===== config.mk =====
export PLATFORM = sky130hd
export DESIGN_NAME = mlp_requant_act_flat
export DESIGN_NICKNAME = d
export VERILOG_FILES = /design/src/rtl/mlp_requant_act_if.sv /design/src/rtl/mlp_requant_act.sv /design/src/flat_wrapper.sv
export SDC_FILE = /design/constraint.sdc
export NUM_CORES = 1
export LEC_CHECK = 0
export CAP_MARGIN = 20
export CORE_UTILIZATION = 60
export CTS_BUF_LIST = sky130_fd_sc_hd__clkbuf_4 sky130_fd_sc_hd__clkbuf_8
export CTS_CLUSTER_SIZE = 20
export DETAILED_ROUTE_END_ITERATION = 8
export DONT_BUFFER_PORTS = 1
export GPL_ROUTABILITY_DRIVEN = 1
export PLACE_DENSITY = 0.79
export SLEW_MARGIN = 20
export SYNTH_ARGS = -nofsm -noshare
export SYNTH_HDL_FRONTEND = slang
export SYNTH_SLANG_ARGS = --single-unit

===== constraint.sdc =====
create_clock -name clk -period 2.6 [get_ports clk]
set_input_delay 0.26 -clock clk [delete_from_list [all_inputs] [get_ports clk]]
set_output_delay 0.26 -clock clk [all_outputs]
set_load 0.05 [all_outputs]

===== src/rtl/mlp_requant_act_if.sv =====
// Handshake/data bundle for mlp_requant_act: the accumulator-side input beat and
// the activation-side output beat, with DUT-side (slave) and driver-side (master) views.
interface mlp_requant_act_if #(
  parameter int ACC_WIDTH  = 64,
  parameter int BIAS_WIDTH = 32,
  parameter int OUT_WIDTH  = 16
);
  logic                         in_valid;
  logic                         in_ready;
  logic signed [ACC_WIDTH-1:0]  acc_in;
  logic signed [BIAS_WIDTH-1:0] bias;
  logic                         relu_en;
  logic                         out_valid;
  logic                         out_ready;
  logic signed [OUT_WIDTH-1:0]  out_data;
  logic                         out_sat;

  modport master (
    output in_valid, acc_in, bias, relu_en, out_ready,
    input  in_ready, out_valid, out_data, out_sat
  );

  modport slave (
    input  in_valid, acc_in, bias, relu_en, out_ready,
    output in_ready, out_valid, out_data, out_sat
  );
endinterface


===== src/rtl/mlp_requant_act.sv =====
// Bias add, round-half-up rescale, ReLU and saturation in a 3-stage stallable pipeline.
// Optional leaky ReLU negative slope is enabled by defining MLP_REQUANT_LEAKY_EN.
module mlp_requant_act #(
  parameter int ACC_WIDTH   = 64,
  parameter int BIAS_WIDTH  = 32,
  parameter int OUT_WIDTH   = 16,
  parameter int FRAC_SHIFT  = 8,
  parameter int LEAKY_SHIFT = 3,
  parameter int CNT_WIDTH   = 16
) (
  input  logic                 clk,
  input  logic                 rst,
  mlp_requant_act_if.slave     bus,
  input  logic                 clr_stats,
  output logic [CNT_WIDTH-1:0] sat_count
);

  localparam int SW = ACC_WIDTH + 1;  // bias sum, cannot wrap
  localparam int RW = ACC_WIDTH + 2;  // rounding headroom

  localparam logic signed [RW-1:0] SAT_MAX =
    {{(RW-OUT_WIDTH+1){1'b0}}, {(OUT_WIDTH-1){1'b1}}};
  localparam logic signed [RW-1:0] SAT_MIN =
    {{(RW-OUT_WIDTH+1){1'b1}}, {(OUT_WIDTH-1){1'b0}}};

  if (BIAS_WIDTH > ACC_WIDTH || OUT_WIDTH >= ACC_WIDTH || FRAC_SHIFT < 0 ||
      FRAC_SHIFT >= ACC_WIDTH || LEAKY_SHIFT < 0 || LEAKY_SHIFT >= RW) begin : g_bad_params
    $error("mlp_requant_act: illegal parameter combination");
  end

  logic stall;
  logic advance;

  logic                 s1_valid_q;
  logic signed [SW-1:0] s1_sum_q;
  logic signed [SW-1:0] s1_sum_d;
  logic                 s1_relu_q;

  logic                 s2_valid_q;
  logic signed [RW-1:0] s2_r_q;
  logic signed [RW-1:0] s2_r_d;
  logic                 s2_relu_q;

  logic signed [RW-1:0]        act;
  logic signed [OUT_WIDTH-1:0] out_data_d;
  logic                        out_sat_d;

  logic                        out_valid_q;
  logic signed [OUT_WIDTH-1:0] out_data_q;
  logic                        out_sat_q;
  logic [CNT_WIDTH-1:0]        sat_count_q;

  // One global stall freezes every stage, so bubbles stay where they are.
  assign stall        = out_valid_q & ~bus.out_ready;
  assign advance      = ~stall;
  assign bus.in_ready = advance;

  assign s1_sum_d = {bus.acc_in[ACC_WIDTH-1], bus.acc_in}
                  + {{(SW-BIAS_WIDTH){bus.bias[BIAS_WIDTH-1]}}, bus.bias};

  // NOTE: sequential state is written with <= so every stage samples the pre-edge
  // value of the stage before it; blocking = here would collapse the pipeline.
  // NOTE: data registers are reset too, so out_data is 0 rather than X after reset.
  always_ff @(posedge clk) begin
    if (rst) begin
      s1_valid_q <= 1'b0;
      s1_sum_q   <= '0;
      s1_relu_q  <= 1'b0;
    end else if (advance) begin
      s1_valid_q <= bus.in_valid;
      if (bus.in_valid) begin
        s1_sum_q  <= s1_sum_d;
        s1_relu_q <= bus.relu_en;
      end
    end
  end

  if (FRAC_SHIFT > 0) begin : g_round
    localparam logic signed [RW-1:0] HALF = {{(RW-1){1'b0}}, 1'b1} << (FRAC_SHIFT - 1);
    logic signed [RW-1:0] biased;
    assign biased = {s1_sum_q[SW-1], s1_sum_q} + HALF;
    assign s2_r_d = biased >>> FRAC_SHIFT;
  end else begin : g_no_round
    assign s2_r_d = {s1_sum_q[SW-1], s1_sum_q};
  end

  always_ff @(posedge clk) begin
    if (rst) begin
      s2_valid_q <= 1'b0;
      s2_r_q     <= '0;
      s2_relu_q  <= 1'b0;
    end else if (advance) begin
      s2_valid_q <= s1_valid_q;
      if (s1_valid_q) begin
        s2_r_q    <= s2_r_d;
        s2_relu_q <= s1_relu_q;
      end
    end
  end

  // NOTE: every always_comb output gets a default first so no path can infer a latch.
  always_comb begin
    act        = s2_r_q;
    out_sat_d  = 1'b1;
    out_data_d = SAT_MAX[OUT_WIDTH-1:0];
    if (s2_relu_q && s2_r_q[RW-1]) begin
`ifdef MLP_REQUANT_LEAKY_EN
      act = s2_r_q >>> LEAKY_SHIFT;
`else
      act = '0;
`endif
    end
    if (act > SAT_MAX) begin
      out_data_d = SAT_MAX[OUT_WIDTH-1:0];
    end else if (act < SAT_MIN) begin
      out_data_d = SAT_MIN[OUT_WIDTH-1:0];
    end else begin
      out_data_d = act[OUT_WIDTH-1:0];
      out_sat_d  = 1'b0;
    end
  end

  always_ff @(posedge clk) begin
    if (rst) begin
      out_valid_q <= 1'b0;
      out_data_q  <= '0;
      out_sat_q   <= 1'b0;
    end else if (advance) begin
      out_valid_q <= s2_valid_q;
      if (s2_valid_q) begin
        out_data_q <= out_data_d;
        out_sat_q  <= out_sat_d;
      end
    end
  end

  // Clear wins over a coincident saturated handshake; the count sticks at all-ones.
  always_ff @(posedge clk) begin
    if (rst || clr_stats) begin
      sat_count_q <= '0;
    end else if (out_valid_q && bus.out_ready && out_sat_q && !(&sat_count_q)) begin
      sat_count_q <= sat_count_q + 1'b1;
    end
  end

  assign bus.out_valid = out_valid_q;
  assign bus.out_data  = out_data_q;
  assign bus.out_sat   = out_sat_q;
  assign sat_count     = sat_count_q;

endmodule

===== src/flat_wrapper.sv =====
// flat-port wrapper written by rule: the top's interface ports become plain ports
module mlp_requant_act_flat 
#(
  parameter int ACC_WIDTH   = 64,
  parameter int BIAS_WIDTH  = 32,
  parameter int OUT_WIDTH   = 16,
  parameter int FRAC_SHIFT  = 8,
  parameter int LEAKY_SHIFT = 3,
  parameter int CNT_WIDTH   = 16
)
  (clk, rst, clr_stats, sat_count, bus_in_valid, bus_acc_in, bus_bias, bus_relu_en, bus_out_ready, bus_in_ready, bus_out_valid, bus_out_data, bus_out_sat);
  mlp_requant_act_if #(.ACC_WIDTH(ACC_WIDTH), .BIAS_WIDTH(BIAS_WIDTH), .OUT_WIDTH(OUT_WIDTH)) bus_i ();
  input  logic clk;
  input  logic rst;
  input  logic clr_stats;
  output logic [CNT_WIDTH-1:0] sat_count;
  input wire logic [$bits(bus_i.in_valid)-1:0] bus_in_valid;
  input wire logic [$bits(bus_i.acc_in)-1:0] bus_acc_in;
  input wire logic [$bits(bus_i.bias)-1:0] bus_bias;
  input wire logic [$bits(bus_i.relu_en)-1:0] bus_relu_en;
  input wire logic [$bits(bus_i.out_ready)-1:0] bus_out_ready;
  output wire logic [$bits(bus_i.in_ready)-1:0] bus_in_ready;
  output wire logic [$bits(bus_i.out_valid)-1:0] bus_out_valid;
  output wire logic [$bits(bus_i.out_data)-1:0] bus_out_data;
  output wire logic [$bits(bus_i.out_sat)-1:0] bus_out_sat;
  assign bus_i.in_valid = bus_in_valid;
  assign bus_i.acc_in = bus_acc_in;
  assign bus_i.bias = bus_bias;
  assign bus_i.relu_en = bus_relu_en;
  assign bus_i.out_ready = bus_out_ready;
  assign bus_in_ready = bus_i.in_ready;
  assign bus_out_valid = bus_i.out_valid;
  assign bus_out_data = bus_i.out_data;
  assign bus_out_sat = bus_i.out_sat;
  mlp_requant_act #(.ACC_WIDTH(ACC_WIDTH), .BIAS_WIDTH(BIAS_WIDTH), .OUT_WIDTH(OUT_WIDTH), .FRAC_SHIFT(FRAC_SHIFT), .LEAKY_SHIFT(LEAKY_SHIFT), .CNT_WIDTH(CNT_WIDTH)) u_core (.clk(clk), .rst(rst), .bus(bus_i), .clr_stats(clr_stats), .sat_count(sat_count));
endmodule

==> flow_summary.yaml <==
clocking:
  clock-sinks: 154
  clk_path_buf_depth: 2
  cts_made_buffers: 17
  clk_pin_slew_ps: 80
  clockRootBuffer: "clkbuf_8"
  clock_latency_ps: 450
  cts_tree: "built"
  h-tree-depth: 4
drt:
  vias: 9654
  dr.pass1.iters: 5
  vias_per_cell: 5.96
  drt_iter0_drc: 647
  routedWlPerCell_um: 15.9
  drc: 0
  ant_nets: 0
  finalWirelength_mm: 25.8
worst_setup_path:
  critical_path_class: "flop to flop"
  cp-end-kind: "flop"
  cp_top_family: "simple AND/OR/NAND/NOR gates"
  arrival_ps: 2820
  cpMaxStageDelayCell: "or3_4"
  worst-path-max-fanout: 7
  critPathBufInv: 0
  max_stage_delay_ps: 420
  setup.worst_path.start_class: "flop"
  crit_top_cell: "nand3_1"
  worst_ep_required_time_ps: 2960
  path_cells: "nand3_1 > nor2_2 > and3_1 > and3_4 > nand3_1 > or3_4 > nor2_4 > nand3_1 > xor2_1 > a211oi_1"
logic_synthesis:
  ys_async_sr_fraction_pct: 0
  synth_ff_type: "dfxtp_1"
  synth-edff-count: 0
  synth_warnings: 0
  synth_area_leader_cell: "dfxtp_1"
  synth_nets: 1446
  yosysMostFrequentCell: "nand2_1"
  synth_cells: 1279
  synth_cell_type_count: 64
  syn_area_sq_um: 9880
  synth_commonest_cells: "nand2_1, a21oi_1, dfxtp_1"
  ys_ff_latch: 154
  synth.avg_cell_area_sq_um: 7.72
  synth.top_cell.area_share_pct: 31.2
  synth_top_cells_by_area: "dfxtp_1, ha_1, a21oi_1"
  seq_area_frac_synth_pct: 31.2
floorplan:
  rows: 46
  die_area_sq_um: 17000
  die_x_um: 130
  io_pins: 137
  die_y_um: 130
  initial_utilization_pct: 61.7
  coreArea_sq_um: 16000
grt:
  grt_util_all_layers_pct: 30.4
  antenna_found_initial: 1
  grt_pass1_wl_mm: 41.2
  grt-ovfl-total: 0
  grt_pass1_vias: 8781
  grt_max_degree: 89
final_layout:
  antenna_cells: 0
  fin_nets: 1557
  fin_area_sq_um: 11700
  final-seq-area_sq_um: 3080
  fillCellCount: 1300
  drive_above_1_share_pct: 16.4
  multi_input_area_sq_um: 6740
  area_growth_pct: 18.9
sta:
  hold_viol_final: 0
  whs_ps: 28.8
  worst_pin_slew_ps: 712
  max_freq_mhz: 407
  min_period_ps: 2460
  period_share_pct: 94.6
  drv_slew: 0
  relSlewSlack_pct: 52.5
  finClkSkew_ps: 10.8
  finalSetupTns_ps: 0
  setup_viol_count_final: 0
  fin_ws_ps: 141
worst_hold_path:
  min_path_type: "primary input to flop"
place:
  hpwl_mm: 19.8
  portBuffers: 0
  placed_area_sq_um: 11300
  pre_cts_ws_ps: -292
  gp_congestion: 0.975
status:
  status: "finished, final reports clean"
power:
  power.total_w: 0.00619
  irDropWorstVdd_mv: 0.308
  powerDensity_nw_per_um2: 527
  p_leak_nw: 4.64
run:
  cap_violations: 0
-- stage by stage --
| stage | util, % | std cells |
|---|---|---|
| 2_1_floorplan | - | 1279 |
| 3_3_place_gp | 70.5 | 1584 |
| 3_5_place_dp | 70.5 | 1584 |
| 4_1_cts | 73.1 | 1618 |
| 5_1_grt | 73.4 | 1619 |
| 6_report | 73.4 | 1619 |
-- routing by layer --
metal	vias up	GRT usage, %	routed length, um
met3	32	5.70	1760
met1	4439	42.4	12200
li1	4870	-	-
met5	-	0	13
met2	311	47.8	11500
met4	2	8.55	351
-- path summary, 6_finish.rpt --
kind,from,to,slack (ps),depth (start not counted)
min,rst,u_core.s1_sum_q[64],30,3
max,u_core.s1_sum_q[12],u_core.s2_r_q[37],140,10
min reg2reg,u_core.s2_r_q[7],u_core.bus.out_data[7],450,2
max reg2reg,u_core.s1_sum_q[12],u_core.s2_r_q[37],140,10
-- registers in the layout (all words and copies together) (netlist names) --
name and cells:
u_core.s2_valid_q 1, u_core.bus.out_data 16, u_core.s2_relu_q 1, u_core.sat_count 16, u_core.s2_r_q 58, u_core.s1_valid_q 1, u_core.bus.out_valid 1, u_core.s1_sum_q 58
u_core.bus.out_sat 1, u_core.s1_relu_q 1
-- cell type report --
cell class                      count  share of cell area (%)
Multi-Input combinational cell   1041                    57.4
Sequential cell                   154                    26.3
Timing Repair Buffer              149                    9.82
Tap cell                          216                    2.30
Clock buffer                       18                    2.11
Clock inverter                     14                    1.24
Inverter                           27                   0.863
-- power by group --
part / total, W / internal (W) / switching, W
logic: 0.00167 / 0.000787 / 0.000881
registers: 0.00275 / 0.00254 / 0.000216
clock network: 0.00177 / 0.000880 / 0.000892
total: 0.00619 / 0.00420 / 0.00199
-- repair_timing --
action,CTS,global route
setup endpoints to repair,0,23
hold endpoints to repair,87,0
gates resized for setup,0,9
setup buffers,0,1
hold buffers,2,0
-- cells by family (layout without fill, tap and decap cells) --
logic type               after synthesis  in the layout  synth area share, %
buffers and inverters                 84            208                 3.26
AND/OR/NAND/NOR                      476            476                 22.9
multiplexers                           3              3                0.317
AO/OA/AOI/OAI                        385            385                 24.2
adder cells (fa/ha/maj)               65             65                 8.23
XOR/XNOR                             112            112                 9.93
flip-flops                           154            154                 31.2
-- tightest hold or removal path: cells and delay by family --
kind	cells	cell delay [ps]
AO/OA/AOI/OAI	1	60
AND/OR/NAND/NOR	2	100
-- placed cells by master, fill, tap and decap left out, types with 9 or more instances in the layout --
master / n
o21ai_0: 75
nor2_1: 103
ha_1: 49
clkbuf_8: 18
dfxtp_1: 153
nor3_1: 10
a21oi_1: 153
nand4_1: 42
and3_1: 17
o211ai_1: 9
nand2_1: 175
a21o_1: 31
nor4_1: 16
xnor2_1: 46
nand3_1: 42
buf_4: 146
nor2b_1: 11
a211oi_1: 35
inv_1: 27
or3_1: 13
a22o_1: 14
ha_4: 16
xor2_1: 66
(Power assumes the default switching activity.)
